`src/rtl/vetris_link_pkg.sv`:
```
// Shared types for the write-back row link: FSM states, frame layout, FIFO entry.
// Optional parity beat is enabled by defining WB_ROW_TX_PARITY_EN.
package vetris_link_pkg;

  typedef enum logic [1:0] {
    IDLE,
    HDR,
    DATA,
    PAR
  } state_e;

  localparam logic [2:0] HDR_TAG_DEF = 3'b101;
  localparam int DATA_BEATS = 4;
  localparam int ROW_IDX_W  = 5;
  localparam int BEAT_W     = 2;

  typedef struct packed {
    logic [ROW_IDX_W-1:0] index;
    logic [31:0]          data;
  } row_req_t;

  // Beat 0 carries the most significant byte.
  function automatic logic [7:0] row_byte(
    input logic [31:0]       d,
    input logic [BEAT_W-1:0] b
  );
    return d[8*(DATA_BEATS-1-int'(b)) +: 8];
  endfunction

endpackage

```
`src/rtl/wb_row_tx_row_fifo.sv`:
```
// Small synchronous FIFO of row requests, no bypass.
// Push is refused when full; pop is ignored when empty.
module row_fifo
  import vetris_link_pkg::*;
#(
  parameter int DEPTH = 4
) (
  input  logic                     clk,
  input  logic                     rst,
  input  logic                     push_i,
  input  row_req_t                 din_i,
  input  logic                     pop_i,
  output row_req_t                 dout_o,
  output logic                     full_o,
  output logic                     empty_o,
  output logic [$clog2(DEPTH):0]   count_o
);

  localparam int AW = $clog2(DEPTH);

  row_req_t       mem_q [DEPTH];
  logic [AW-1:0]  wr_q;
  logic [AW-1:0]  rd_q;
  logic [AW:0]    cnt_q;
  logic           do_push;
  logic           do_pop;

  assign full_o  = (cnt_q == (AW+1)'(DEPTH));
  assign empty_o = (cnt_q == '0);
  assign count_o = cnt_q;
  assign dout_o  = mem_q[rd_q];
  assign do_push = push_i & ~full_o;
  assign do_pop  = pop_i & ~empty_o;

  always_ff @(posedge clk) begin
    if (do_push) mem_q[wr_q] <= din_i;
  end

  always_ff @(posedge clk) begin
    if (rst) begin
      wr_q  <= '0;
      rd_q  <= '0;
      cnt_q <= '0;
    end else begin
      if (do_push) wr_q <= wr_q + 1'b1;
      if (do_pop)  rd_q <= rd_q + 1'b1;
      unique case ({do_push, do_pop})
        2'b10:   cnt_q <= cnt_q + 1'b1;
        2'b01:   cnt_q <= cnt_q - 1'b1;
        default: cnt_q <= cnt_q;
      endcase
    end
  end

endmodule

```
`src/rtl/wb_row_tx.sv`:
```
// Queues WB row-send requests and serializes each as header + data bytes.
// Define WB_ROW_TX_PARITY_EN to append an XOR parity beat to every frame.
module wb_row_tx
  import vetris_link_pkg::*;
#(
  parameter int         DEPTH   = 4,
  parameter logic [2:0] HDR_TAG = HDR_TAG_DEF
) (
  input  logic                 clk,
  input  logic                 rst,
  input  logic                 send_row_in,
  input  logic [ROW_IDX_W-1:0] row_index_in,
  input  logic [31:0]          row_data_in,
  output logic                 stall_out,
  output logic                 tx_valid,
  input  logic                 tx_ready,
  output logic [7:0]           tx_data,
  output logic                 tx_sof,
  output logic                 busy,
  output logic                 overflow
);

  state_e                 state_q, state_d;
  logic [BEAT_W-1:0]      beat_q, beat_d;
  row_req_t               frame_q, frame_d;
  logic [7:0]             par_q, par_d;
  logic                   ovf_q;
  logic                   pop;
  logic                   fin;
  logic                   full;
  logic                   empty;
  logic [$clog2(DEPTH):0] count;
  row_req_t               head;
  row_req_t               req;

  assign req = '{index: row_index_in, data: row_data_in};

  row_fifo #(.DEPTH(DEPTH)) u_fifo (
    .clk     (clk),
    .rst     (rst),
    .push_i  (send_row_in),
    .din_i   (req),
    .pop_i   (pop),
    .dout_o  (head),
    .full_o  (full),
    .empty_o (empty),
    .count_o (count)
  );

  assign stall_out = full;
  assign overflow  = ovf_q;
  assign busy      = (count != '0) || (state_q != IDLE);

  always_ff @(posedge clk) begin
    if (rst) begin
      state_q <= IDLE;
      beat_q  <= '0;
      frame_q <= '0;
      par_q   <= '0;
      ovf_q   <= 1'b0;
    end else begin
      state_q <= state_d;
      beat_q  <= beat_d;
      frame_q <= frame_d;
      par_q   <= par_d;
      ovf_q   <= ovf_q | (send_row_in & full);
    end
  end

  always_comb begin
    state_d  = state_q;
    beat_d   = beat_q;
    frame_d  = frame_q;
    par_d    = par_q;
    pop      = 1'b0;
    fin      = 1'b0;
    tx_valid = 1'b0;
    tx_sof   = 1'b0;
    tx_data  = 8'h00;
    unique case (state_q)
      IDLE: fin = 1'b1;
      HDR: begin
        tx_valid = 1'b1;
        tx_sof   = 1'b1;
        tx_data  = {HDR_TAG, frame_q.index};
        if (tx_ready) begin
          par_d   = par_q ^ tx_data;
          beat_d  = '0;
          state_d = DATA;
        end
      end
      DATA: begin
        tx_valid = 1'b1;
        tx_data  = row_byte(frame_q.data, beat_q);
        if (tx_ready) begin
          par_d = par_q ^ tx_data;
          if (beat_q == BEAT_W'(DATA_BEATS-1)) begin
`ifdef WB_ROW_TX_PARITY_EN
            state_d = PAR;
`else
            fin = 1'b1;
`endif
          end else begin
            beat_d = beat_q + 1'b1;
          end
        end
      end
      PAR: begin
`ifdef WB_ROW_TX_PARITY_EN
        tx_valid = 1'b1;
        tx_data  = par_q;
        if (tx_ready) fin = 1'b1;
`else
        state_d = IDLE;
`endif
      end
    endcase
    // Frame end chains straight into the next queued request.
    if (fin) begin
      if (!empty) begin
        pop     = 1'b1;
        frame_d = head;
        par_d   = 8'h00;
        state_d = HDR;
      end else begin
        state_d = IDLE;
      end
    end
  end

endmodule

```
`config.mk`:
```
export PLATFORM = sky130hd
export DESIGN_NAME = wb_row_tx
export DESIGN_NICKNAME = d
export VERILOG_FILES = /design/src/rtl/vetris_link_pkg.sv /design/src/rtl/wb_row_tx_row_fifo.sv /design/src/rtl/wb_row_tx.sv
export SDC_FILE = /design/constraint.sdc
export NUM_CORES = 1
export LEC_CHECK = 0
export BUFFER_PORTS_ARGS = -buffer_cell sky130_fd_sc_hd__buf_4
export CAP_MARGIN = 15
export CELL_PAD_IN_SITES_DETAIL_PLACEMENT = 0
export CELL_PAD_IN_SITES_GLOBAL_PLACEMENT = 1
export CORE_AREA = 10 10 135 137
export CTS_CLUSTER_SIZE = 14
export DETAILED_ROUTE_END_ITERATION = 10
export DIE_AREA = 0 0 145 147
export PLACE_DENSITY = 0.73
export RECOVER_POWER = 50
export SLEW_MARGIN = 20
export SYNTH_ARGS = -nofsm -noshare
export SYNTH_HDL_FRONTEND = slang
export SYNTH_SLANG_ARGS = --single-unit
```
`constraint.sdc`:
```
create_clock -name clk -period 3.5 [get_ports clk]
set_clock_uncertainty 0.1 [all_clocks]
set_input_delay 0.525 -clock clk [delete_from_list [all_inputs] [get_ports clk]]
set_output_delay 0.525 -clock clk [all_outputs]
set_load 0.03 [all_outputs]
```
==> impl_metrics.env <==
export IMPL_status="complete, no violations"
export IMPL_synth_edff_count=148
export IMPL_min_to="u_fifo.mem_q[3][12]"
export IMPL_path_class="flop to output port"
export IMPL_synthArstFlopShare=0
export IMPL_dieArea_sq_um=21300
export IMPL_synth_top_area_frac=0.576
export IMPL_io_pins=54
export IMPL_fin_nets=570
export IMPL_cts_buffers=17
export IMPL_die_y_um=147
export IMPL_met3_usage=0.0353
export IMPL_rr_startpoint="beat_q[0]"
export IMPL_clkLatencyLatePin_ps=420
export IMPL_p_sw_frac=0.310
export IMPL_routed_via_density=5.68
export IMPL_synth_nets=523
export IMPL_seqPwrFrac=0.462
export IMPL_routedWlPerCell_um=20.0
export IMPL_num_rows=46
export IMPL_firstDrtPassIters=5
export IMPL_whs_path_depth=1
export IMPL_grt_pass1_wl_mm=24.0
export IMPL_core_sq_um=15600
export IMPL_clkTransAtPathRegs_ps=70
export IMPL_period_share=0.801
export IMPL_yosysMostFrequentCell="edfxtp_1"
export IMPL_synth_cells=471
export IMPL_drtAntennaViolNets=0
export IMPL_use_met2=0.228
export IMPL_fillers=1264
export IMPL_drive_gt1_frac=0.205
export IMPL_synth_warnings=0
export IMPL_end_kind="output port"
export IMPL_clock_sinks=197
export IMPL_syn_area_sq_um=7720
export IMPL_timing_final_max_slew_violations=0
export IMPL_cp_start_kind="flop"
export IMPL_crit_arrival_ps=2180
export IMPL_multi_input_area_sq_um=2130
export IMPL_hold_path_startpoint="row_data_in[12]"
export IMPL_grtUsageTotal=0.145
export IMPL_required_ps=2870
export IMPL_hp_class="primary input to flop"
export IMPL_cts_tree="yes"
export IMPL_ys_top_cells_by_area="edfxtp_1 (58%), mux4_2 (13%), dfxtp_1 (13%)"
export IMPL_area_growth_pct=13.7
export IMPL_seq_area_sq_um=5430
export IMPL_drt_initial_drc_count=383
export IMPL_tns_ps=0
export IMPL_dpl_hpwl_mm=9.51
export IMPL_synth_distinct_cells=35
export IMPL_ys_seq_elements=197
export IMPL_switching_power_uw=2110
export IMPL_maxCapViolCount=0
export IMPL_grt_max_degree=50
export IMPL_clockBufferDepth=2
export IMPL_min_period_ps=2800
export IMPL_r2r_end="u_fifo.count_o[2]"
export IMPL_place_ws_ps=882
export IMPL_cts_root_buffer="clkbuf_16"
export IMPL_slew_headroom=0.326
export IMPL_fp_dieW_um=145
export IMPL_power_frac_comb=0.263
export IMPL_internal_power_uw=4690
export IMPL_port_buffers=53
export IMPL_use_met1=0.192
export IMPL_ys_flop_type="edfxtp_1"
export IMPL_hold_viol=0
export IMPL_setup_ws_ps=696
export IMPL_total_power_uw=6790
export IMPL_worstPathMaxFanout=12
export IMPL_setup_viol_count_final=0
export IMPL_cts_max_level=4
export IMPL_cts_resized=0
export IMPL_leakagePower_uw=0.00283
export IMPL_avgSynthCellArea_sq_um=16.4
export IMPL_grt_pass1_vias=4335
export IMPL_dr_total_vias=4243
export IMPL_fmax_mhz=357
export IMPL_synth_common_cells="edfxtp_1 (148), dfxtp_1 (49), a21oi_1 (46)"
export IMPL_yosys_area_top_type="edfxtp_1"
export IMPL_vdd_drop_max_uv=388
export IMPL_reg2regPathDepth=9
export IMPL_grt_busiest_layer="met2"
export IMPL_diodes=0
export IMPL_clkPwrFrac=0.275
export IMPL_cts_setup_buffers=0
export IMPL_power_density_nw_per_um2=774
export IMPL_start_util=0.495
export IMPL_reg2reg_slack_ps=860
export IMPL_cts_hold_buf=0
export IMPL_gp_congestion=0.852
export IMPL_grt_ovfl_total=0
export IMPL_routed_wl_mm=15.0
export IMPL_antenna_found_initial=0
export IMPL_tightest_slew_ps=1010
export IMPL_rsz0062_at_grt="no"
export IMPL_drc_errors=0
export IMPL_ys_seq_area_frac=0.703
## layer usage
metal / vias to the layer above / wire length (um)
li1: 1952 / -
met1: 2169 / 6810
met2: 103 / 7260
met3: 19 / 614
met4: 0 / 291
met5: - / 0
## power groups by stage
stage,Sequential [uW],Combinational (uW),Clock (uW)
5_1_grt,3190,1960,2030
3_3_place_gp,3190,1790,0
3_5_place_dp,3200,1810,0
6_report,3140,1780,1870
2_1_floorplan,3050,1420,0
4_1_cts,3150,1820,1900
## cell families (layout without fill, tap and decap cells)
kind of cell | count (synthesis) | count (layout) | share of synthesized area
simple gates | 68 | 68 | 0.0470
buf+inv | 44 | 104 | 0.0245
compound gates | 103 | 103 | 0.0721
mux | 46 | 46 | 0.133
flops | 197 | 197 | 0.703
fa+ha+maj | 11 | 11 | 0.0188
xor+xnor | 2 | 2 | 0.00227
## worst max-delay path, cell delays in order, from the launching register on
cell,delay [ps]
dfxtp_1,710
mux4_2,620
a32o_1,250
buf_4,170
## sequential cells by signal (all words and copies together) (netlist names)
| register | flops |
|---|---|
| beat_q | 2 |
| u_fifo.mem_q | 148 |
| overflow | 1 |
| u_fifo.count_o | 3 |
| u_fifo.rd_q | 2 |
| frame_q | 37 |
| state_q | 2 |
| u_fifo.wr_q | 2 |
## placed cells by master, fill, tap and decap left out, drive strengths merged, types with 3 or more instances in the layout
cell and n:
or3 3, buf 25, mux4 45, edfxtp 148
nand2 5, o21ai 46, clkinvlp 3, nor2 4
ha 10, a32o 5, and2 4, nand3 39
inv 14, dfxtp 49, and3 4, clkbuf 55
a21oi 46, clkinv 6
## how the worst max path moves through the flow
stage | startpoint | to | slack [ps] | depth (start not counted)
floorplan | u_fifo.count_o[0] | u_fifo.count_o[2] | 1010 | 10
global placement | beat_q[0] | u_fifo.count_o[2] | 940 | 9
detailed placement | beat_q[0] | u_fifo.count_o[2] | 880 | 9
CTS | beat_q[0] | tx_data[4] | 640 | 3
global route | beat_q[0] | tx_data[3] | 550 | 3
finish | beat_q[0] | tx_data[1] | 700 | 3
## metrics by stage
step	std cells	hold slack, ps	utilization	cell area, sq um
5_1_grt	747	246	0.563	8770
6_report	747	253	0.563	8770
2_1_floorplan	471	351	-	7720
4_1_cts	747	176	0.571	8910
3_3_place_gp	715	355	0.535	8340
3_5_place_dp	715	360	0.535	8340
## final cells by class
type | instances | share of cell area
clock buffer | 17 | 0.0485
clock inverter | 15 | 0.0168
inverter | 9 | 0.00385
multi-input combinational | 230 | 0.243
sequential | 197 | 0.618
tap | 216 | 0.0308
timing repair buffer | 63 | 0.0391
No activity file was read; power rests on OpenSTA's default activity.
